File: src/rtl/fifo_rd_stream_if.sv
// rtl/fifo_rd_stream_if.sv - FIFO read-side and stream handshake bundle
interface fifo_rd_stream_if #(
   parameter int Data_width = 8
);
   logic                  fifo_empty;
   logic [Data_width-1:0] fifo_rd_data;
   logic                  fifo_rd_en;
   logic                  out_valid;
   logic [Data_width-1:0] out_data;
   logic                  out_ready;

   modport master (
      input  fifo_empty,
      input  fifo_rd_data,
      input  out_ready,
      output fifo_rd_en,
      output out_valid,
      output out_data
   );

   modport slave (
      output fifo_empty,
      output fifo_rd_data,
      output out_ready,
      input  fifo_rd_en,
      input  out_valid,
      input  out_data
   );
endinterface

File: src/rtl/fifo_rd_stream.sv
// rtl/fifo_rd_stream.sv - FIFO read port to valid/ready stream with 2-entry skid buffer
module fifo_rd_stream #(
   parameter int Data_width = 8,
   parameter int Cnt_width  = 16
) (
   input  logic                 clk,
   input  logic                 rst,
   fifo_rd_stream_if.master     bus,
   output logic [Cnt_width-1:0] delivered_cnt
);
   typedef enum logic [1:0] {
      EMPTY = 2'd0,
      ONE   = 2'd1,
      FULL2 = 2'd2
   } state_t;

   state_t                state;
   state_t                state_nxt;
   logic                  inflight;
   logic [Data_width-1:0] head;
   logic [Data_width-1:0] head_nxt;
   logic [Data_width-1:0] second;
   logic [Data_width-1:0] second_nxt;
   logic                  push;
   logic                  pop;
   logic [1:0]            occ;
   logic [2:0]            pending;

   assign push          = inflight;
   assign bus.out_valid = (state != EMPTY);
   assign bus.out_data  = head;
   assign pop           = bus.out_valid && bus.out_ready;

   assign occ = (state == FULL2) ? 2'd2 : ((state == ONE) ? 2'd1 : 2'd0);

   // A read is only issued if its word is guaranteed a slot once it lands.
   assign pending = {1'b0, occ} + {2'b00, inflight};
   assign bus.fifo_rd_en = !rst && !bus.fifo_empty && (pending < (3'd2 + {2'b00, pop}));

   always_ff @(posedge clk) begin
      if (rst) begin
         state <= EMPTY;
      end else begin
         state <= state_nxt;
      end
   end

   always_comb begin
      state_nxt  = state;
      head_nxt   = head;
      second_nxt = second;
      case (state)
         EMPTY: begin
            if (push) begin
               state_nxt = ONE;
               head_nxt  = bus.fifo_rd_data;
            end
         end
         ONE: begin
            if (push && !pop) begin
               state_nxt  = FULL2;
               second_nxt = bus.fifo_rd_data;
            end else if (push && pop) begin
               head_nxt = bus.fifo_rd_data;
            end else if (pop) begin
               state_nxt = EMPTY;
            end
         end
         FULL2: begin
            if (pop) begin
               head_nxt = second;
               if (push) begin
                  second_nxt = bus.fifo_rd_data;
               end else begin
                  state_nxt = ONE;
               end
            end
         end
         default: begin
            state_nxt = EMPTY;
         end
      endcase
   end

   // Reset also drops the word of any read still in flight.
   always_ff @(posedge clk) begin
      if (rst) begin
         inflight      <= 1'b0;
         head          <= '0;
         second        <= '0;
         delivered_cnt <= '0;
      end else begin
         inflight <= bus.fifo_rd_en;
         head     <= head_nxt;
         second   <= second_nxt;
         if (pop) begin
            delivered_cnt <= delivered_cnt + 1'b1;
         end
      end
   end
endmodule
File: src/flat_wrapper.sv
// flat-port wrapper written by rule: the top's interface ports become plain ports
module fifo_rd_stream_flat 
#(
   parameter int Data_width = 8,
   parameter int Cnt_width  = 16
)
  (clk, rst, delivered_cnt, bus_fifo_empty, bus_fifo_rd_data, bus_out_ready, bus_fifo_rd_en, bus_out_valid, bus_out_data);
  fifo_rd_stream_if #(.Data_width(Data_width)) bus_i ();
  input  logic clk;
  input  logic rst;
  output logic [Cnt_width-1:0] delivered_cnt;
  input wire logic [$bits(bus_i.fifo_empty)-1:0] bus_fifo_empty;
  input wire logic [$bits(bus_i.fifo_rd_data)-1:0] bus_fifo_rd_data;
  input wire logic [$bits(bus_i.out_ready)-1:0] bus_out_ready;
  output wire logic [$bits(bus_i.fifo_rd_en)-1:0] bus_fifo_rd_en;
  output wire logic [$bits(bus_i.out_valid)-1:0] bus_out_valid;
  output wire logic [$bits(bus_i.out_data)-1:0] bus_out_data;
  assign bus_i.fifo_empty = bus_fifo_empty;
  assign bus_i.fifo_rd_data = bus_fifo_rd_data;
  assign bus_i.out_ready = bus_out_ready;
  assign bus_fifo_rd_en = bus_i.fifo_rd_en;
  assign bus_out_valid = bus_i.out_valid;
  assign bus_out_data = bus_i.out_data;
  fifo_rd_stream #(.Data_width(Data_width), .Cnt_width(Cnt_width)) u_core (.clk(clk), .rst(rst), .bus(bus_i), .delivered_cnt(delivered_cnt));
endmodule
File: config.mk
export PLATFORM = sky130hd
export DESIGN_NAME = fifo_rd_stream_flat
export DESIGN_NICKNAME = d
export VERILOG_FILES = /design/src/rtl/fifo_rd_stream_if.sv /design/src/rtl/fifo_rd_stream.sv /design/src/flat_wrapper.sv
export SDC_FILE = /design/constraint.sdc
export NUM_CORES = 1
export LEC_CHECK = 0
export CORE_MARGIN = 2
export CORE_UTILIZATION = 55
export CTS_CLUSTER_SIZE = 14
export DETAILED_ROUTE_END_ITERATION = 8
export DONT_BUFFER_PORTS = 1
export PLACE_DENSITY = 0.68
export RECOVER_POWER = 25
export SLEW_MARGIN = 20
export SYNTH_ARGS = -nofsm -noshare
export SYNTH_HDL_FRONTEND = slang
export SYNTH_SLANG_ARGS = --single-unit
File: constraint.sdc
create_clock -name clk -period 2.7 [get_ports clk]
set_clock_uncertainty 0.05 [all_clocks]
set_input_delay 0.54 -clock clk [delete_from_list [all_inputs] [get_ports clk]]
set_output_delay 0.54 -clock clk [all_outputs]
set_load 0.03 [all_outputs]
==> summary.txt, run 1 <==
Finish
  – Layout cell share with drive strength beyond 1: 10.9%
  – Final core occ: 61.3%
  – Final Cell Area: 0.00169 mm^2
  – Final #Nets: 198
  – Area Growth Syn to Fin: 5.47%
  – Non-Filler Instances: 215
  – Fillers: 254
  – ANT cells: 0

Die
  – Die height: 58.0 um
  – Row cnt: 19
  – Die W: 58.0 um
  – IO Pins: 38
  – Die ar.: 0.00336 mm^2
  – Starting density of the core: 58.1%
  – Floorplan Core Area: 0.00276 mm^2

STA
  – Pins over their slew limit: 0
  – Fin Setup TNS: 0 ns
  – Final Hold Fails: 0
  – Final setup violation count: 0
  – F_max: 0.407 GHz
  – Unrepaired setup endpoints after global routing: no
  – Hold_ws: 0.198 ns
  – Slew headroom: 59.4%
  – Final min period: 2.46 ns
  – Slew @ Worst Pin: 0.609 ns
  – Fin crit share: 91.1%

Global route
  – Vias in the first global route: 1,207
  – Largest net degree at the start of global routing: 37
  – First-pass GRT wire length: 5240 um
  – Grt ovf: 0
  – Initial antenna violation count: 0
  – Overall Global Routing Usage: 20.0%

CTS
  – Hold Buf Count CTS: 0
  – Clock-pin slew on the worst setup and hold paths: 0.12 ns
  – H-tree levels: 2
  – Skew-Pair Late Insertion Delay: 0.35 ns
  – CTS tree: yes
  – Clk sinks: 35
  – CTS buffer count: 5
  – Clk buf depth: 2
  – Clk root buf: clkbuf_4

Place
  – Post-DP HPWL: 2160 um
  – Port Buffers: 0
  – Placed Area: 0.00163 mm^2
  – Placed instance count: 207
  – GP Congestion: 0.762

Job
  – MaxCap Viol Count: 0

Route
  – Detailed Routing Iterations Pass 1: 5
  – Vias per cell: 5.89
  – Routed wire length per instance: 14.3 um
  – Final WL: 3070 um
  – Initial DRC count: 61
  – DRC viols: 0
  – Via count: 1,267
  – Routed Antenna Nets: 0

Synthesis
  – Mapped Cells: 182
  – Post-Syn Area per Cell: 8.80 um^2
  – Async S/R FF share, synth: 0%
  – Synthesized area: 0.00160 mm^2
  – Post-synthesis net count: 197
  – #FFs+latches synth: 35
  – Main synth FF type: dfxtp_1
  – Combinational family with the most area after synthesis: simple AND/OR/NAND/NOR gates
  – Area leader, netlist: dfxtp_1
  – Ys Warns: 0
  – Mux contribution to synthesized area: 5.63%
  – Count of different cell masters after synthesis: 39
  – XOR/XNOR share of the synthesized area: 6.02%
  – Adder-cell share of the synthesized area: 2.34%
  – Share of the synthesized area in the top cell type: 43.8%
  – Dominant cells by area after synthesis: dfxtp_1 44%, nor2_1 7.0%, mux2i_1 5.6%
  – Post-Synth Simple-Gate Area: 25.9%
  – Sequential area share after synthesis: 43.8%
  – Post-synth EDFFs: 0
  – Compound-Gate Fraction of Synth Area: 12.7%

Worst setup path
  – CP required: 2.11 ns
  – R2R Setup Slk: 0.50 ns
  – Critical path type: flop to primary output
  – Worst r2r path cells: 5
  – RR Startpoint: u_core.delivered_cnt[3]$_SDFFE_PP0P_
  – Crit path max fanout: 12
  – Crit path DAT: 1.87 ns
  – Worst r2r dst: u_core.delivered_cnt[15]$_SDFFE_PP0P_
  – CP endpoint kind: primary output
  – Critical Path Source Type: flop

Pwr
  – Pwr dens: 545 mW/mm^2
  – LEAKAGE: 0.666 nW
  – Peak supply drop: 0.526 mV

Min path
  – Hold/Removal Path Class: input pin to flop
  – Hold Crit Start: rst
  – Hold Path Stages: 1
  – Worst Hold End: u_core.state[1]$_SDFFE_PP0P_

Run status
  – Outcome: finished clean
-- cell usage in the layout (no fill, tap or decap), types with 2 or more instances in the layout --
master,n
dfxtp_1,33
nor2_1,30
nand2_1,24
mux2i_1,9
a311oi_1,8
a21oi_1,7
xor2_1,6
xnor2_1,5
clkbuf_4,5
nor2b_1,4
nand4_1,4
buf_4,4
nand3_1,3
o31ai_1,3
or4_1,3
ha_1,3
nand2b_1,2
or2_0,2
o21ai_0,2
nor3_1,2
nor4b_1,2
clkinvlp_4,2
dfxtp_2,2
-- how the worst max path moves through the flow --
stage	from	to	slack, ns	cells after the start
floorplan	u_core.state[0]$_SDFFE_PP0P_	bus_fifo_rd_en	0.12	7
global placement	u_core.state[0]$_SDFFE_PP0P_	bus_fifo_rd_en	0.59	6
detailed placement	u_core.state[0]$_SDFFE_PP0P_	bus_fifo_rd_en	0.52	6
CTS	u_core.state[0]$_SDFFE_PP0P_	bus_fifo_rd_en	0.10	6
global route	u_core.state[0]$_SDFFE_PP0P_	bus_fifo_rd_en	0.1	6
finish	u_core.state[0]$_SDFFE_PP0P_	bus_fifo_rd_en	0.24	6
-- where the power goes --
group	internal [W]	leakage (nW)	switching, W
logic	0.0000273	0.353	0.0000301
registers	0.000532	0.285	0.0000362
clock network	0.000104	0.0278	0.000192
total	0.000663	0.666	0.000258
-- timing repair --
action	CTS	global route
buffers inserted	0	0
gates resized for setup	0	2
setup endpoints to repair	0	1
-- per-layer routing --
layer	routed length, um	vias up	track usage (%)	share of wire, %
li1	-	637	-	-
met1	1450	578	26.9	47
met2	1330	43	29.5	43
met3	249	9	6.70	8.1
met4	49	0	7.97	1.6
met5	0	-	0	0
-- sequential cells by signal (all words and copies together), names as in the netlist --
register              count
u_core.state              2
u_core.second             8
u_core.bus.out_data       8
u_core.delivered_cnt     16
u_core.inflight           1
-- cells by family after synthesis --
logic type	after synthesis
adder cells (fa/ha/maj)	3
XOR/XNOR	11
flip-flops	35
AND/OR/NAND/NOR	85
multiplexers	9
AO/OA/AOI/OAI	27
buffers and inverters	12
-- area by class of cell --
class	instances	area (um^2)	share of cell area, %
clock inverters	3	23.8	1.41
well taps	31	38.8	2.30
clock buffers	5	37.5	2.22
multi-input cells	135	848	50.2
repair buffers	5	33.8	2.00
inverters	1	3.75	0.222
flip-flops and latches	35	703	41.6
-- synthesized netlist by cell type, types with 2 or more instances --
cell      instances
a21oi_1           7
a311oi_1          8
buf_1             2
buf_2             5
clkbuf_1          3
dfxtp_1          35
ha_1              3
mux2i_1           9
nand2_1          24
nand2b_1          2
nand3_1           3
nand4_1           4
nor2_1           30
nor2b_1           4
nor3_1            2
nor4b_1           3
o21ai_0           2
o31ai_1           3
or2_1             2
or4_1             3
xnor2_1           5
xor2_1            6
-- through the flow --
step | setup slack (ns) | total power (W)
after floorplan | 0.125 | 0.000633
after global placement | 0.587 | 0.000633
after global routing | 0.0980 | 0.000964
after CTS | 0.104 | 0.000931
after detailed placement | 0.516 | 0.000637
final | 0.241 | 0.000921
-- worst max-delay path, cell delays in order (launching register included) --
cell,delay (ns)
dfxtp_2,0.45
nand2b_1,0.17
inv_2,0.09
ha_1,0.30
o21ai_0,0.09
nor4b_2,0.22
buf_4,0.19
Note: power is estimated with default switching activity, not from simulation.
==> run 2, diff against run 1 <==
Settings changed: SETUP_SLACK_MARGIN set to 0.4.
==> summary.txt, run 2 (synthesized netlist as in run 1, its figures left out) <==
Run status
  – Outcome: finished clean

Route
  – Routed wire length per instance: 15.3 um
  – Routed Antenna Nets: 0
  – Via count: 1,277
  – Detailed Routing Iterations Pass 1: 6
  – Vias per cell: 5.80
  – DRC viols: 0
  – Final WL: 3360 um
  – Initial DRC count: 50

STA
  – Fin Setup TNS: 0 ns
  – F_max: 0.439 GHz
  – Final Hold Fails: 0
  – Hold_ws: 0.216 ns
  – Final setup violation count: 0
  – Unrepaired setup endpoints after global routing: yes
  – Pins over their slew limit: 0
  – Fin crit share: 84.3%
  – Final min period: 2.28 ns
  – Slew @ Worst Pin: 0.588 ns
  – Slew headroom: 60.8%

Global route
  – Overall Global Routing Usage: 22.4%
  – Initial antenna violation count: 0
  – First-pass GRT wire length: 5770 um
  – Vias in the first global route: 1,300
  – Largest net degree at the start of global routing: 37
  – Grt ovf: 0

CTS
  – Clk buf depth: 2
  – Clock-pin slew on the worst setup and hold paths: 0.11 ns
  – CTS buffer count: 5
  – H-tree levels: 2
  – Clk sinks: 35
  – Skew-Pair Late Insertion Delay: 0.33 ns
  – Clk root buf: clkbuf_4
  – CTS tree: yes

Worst setup path
  – Crit path max fanout: 5
  – Critical path type: flop to primary output
  – Critical Path Start: u_core.state[1]$_SDFFE_PP0P_
  – CP endpoint kind: primary output
  – RR Startpoint: u_core.delivered_cnt[4]$_SDFFE_PP0P_
  – CP required: 2.11 ns
  – Crit path DAT: 1.69 ns
  – Critical Path Source Type: flop

Job
  – MaxCap Viol Count: 0

Pwr
  – Sw power: 0.000240 W
  – Part of the power in combinational logic: 7.9%
  – Pwr dens: 517 mW/mm^2
  – Pint: 0.000667 W
  – Clock network power share: 29.8%
  – LEAKAGE: 0.687 nW
  – Reg power frac: 62.3%
  – Peak supply drop: 0.454 mV
  – Sw Share: 26.5%

Die
  – Die ar.: 0.00336 mm^2
  – IO Pins: 38
  – Row cnt: 19
  – Die height: 58.0 um
  – Die W: 58.0 um
  – Starting density of the core: 58.1%
  – Floorplan Core Area: 0.00276 mm^2

Finish
  – Final Cell Area: 0.00176 mm^2
  – Most common cell after layout, fill and taps aside: dfxtp_1
  – Final #Nets: 203
  – ANT cells: 0
  – Layout cell share with drive strength beyond 1: 13.8%
  – Largest Register: u_core.delivered_cnt
  – Commonest cells after routing, fill and taps aside: 33 x dfxtp_1, 30 x nor2_1, 23 x nand2_1, 9 x mux2i_1
  – Largest register FFs: 16
  – Area Growth Syn to Fin: 9.69%

Place
  – Placed Area: 0.00165 mm^2
  – GP Congestion: 0.779
  – Post-DP HPWL: 2290 um
  – Port Buffers: 0

Min path
  – Hold Crit Start: bus_fifo_empty
  – Hold/Removal Path Class: input pin to flop
-- run 2: stage by stage --
step / std cells / total power, W / util, % / setup slack [ns]
floorplan: 182 / 0.000634 / - / 0.427
global route: 220 / 0.000956 / 63.7 / 0.272
finish: 220 / 0.000907 / 63.7 / 0.423
global placement: 208 / 0.000634 / 59.7 / 0.573
CTS: 220 / 0.000914 / 63.7 / 0.437
detailed placement: 208 / 0.000638 / 59.7 / 0.525
-- run 2: worst max-delay path, stage by stage, from the launching register on --
cell and delay [ns]:
dfxtp_1 0.45, nand2b_1 0.10, inv_1 0.14, ha_4 0.22, o21ai_2 0.05, nor4b_4 0.19
buf_4 0.19
-- run 2: final timing paths --
kind	slack, ns	to	cells past startpoint
worst max register to register	0.43	u_core.delivered_cnt[12]$_SDFFE_PP0P_	5
worst min register to register	0.43	u_core.bus.out_data[2]$_SDFFE_PP0P_	2
worst max-delay path	0.42	bus_fifo_rd_en	6
worst min-delay path	0.22	u_core.inflight$_SDFF_PP0_	1
-- run 2: repair_timing --
action                                  CTS  global route
pin swaps                                 0             0
gates resized for setup                   9             5
hold buffers                              0             0
endpoints found under the setup margin    1             1
buffers inserted                          4             0
-- run 2: cell type report --
type	count	area, um^2
fill	238	1000
multi-input combinational	135	887
sequential	35	706
timing repair buffer	10	67.6
clock buffer	6	41.3
tap	31	38.8
clock inverter	2	12.5
inverter	1	3.75
-- run 2: power groups by stage --
stage / combinational (W) / clock [W] / sequential [W]
final: 0.0000720 / 0.000271 / 0.000565
after global routing: 0.0000814 / 0.000307 / 0.000568
after CTS: 0.0000674 / 0.000283 / 0.000563
after detailed placement: 0.0000584 / 0 / 0.000579
after global placement: 0.0000563 / 0 / 0.000578
after floorplan: 0.0000606 / 0 / 0.000573
-- run 2: per-layer routing --
metal | track usage, % | up-vias | share of wire (%)
li1 | - | 653 | -
met4 | 9.97 | 0 | 1.3
met1 | 28.2 | 596 | 46
met5 | 0 | - | 0
met2 | 36.5 | 23 | 49
met3 | 5.36 | 5 | 4.1
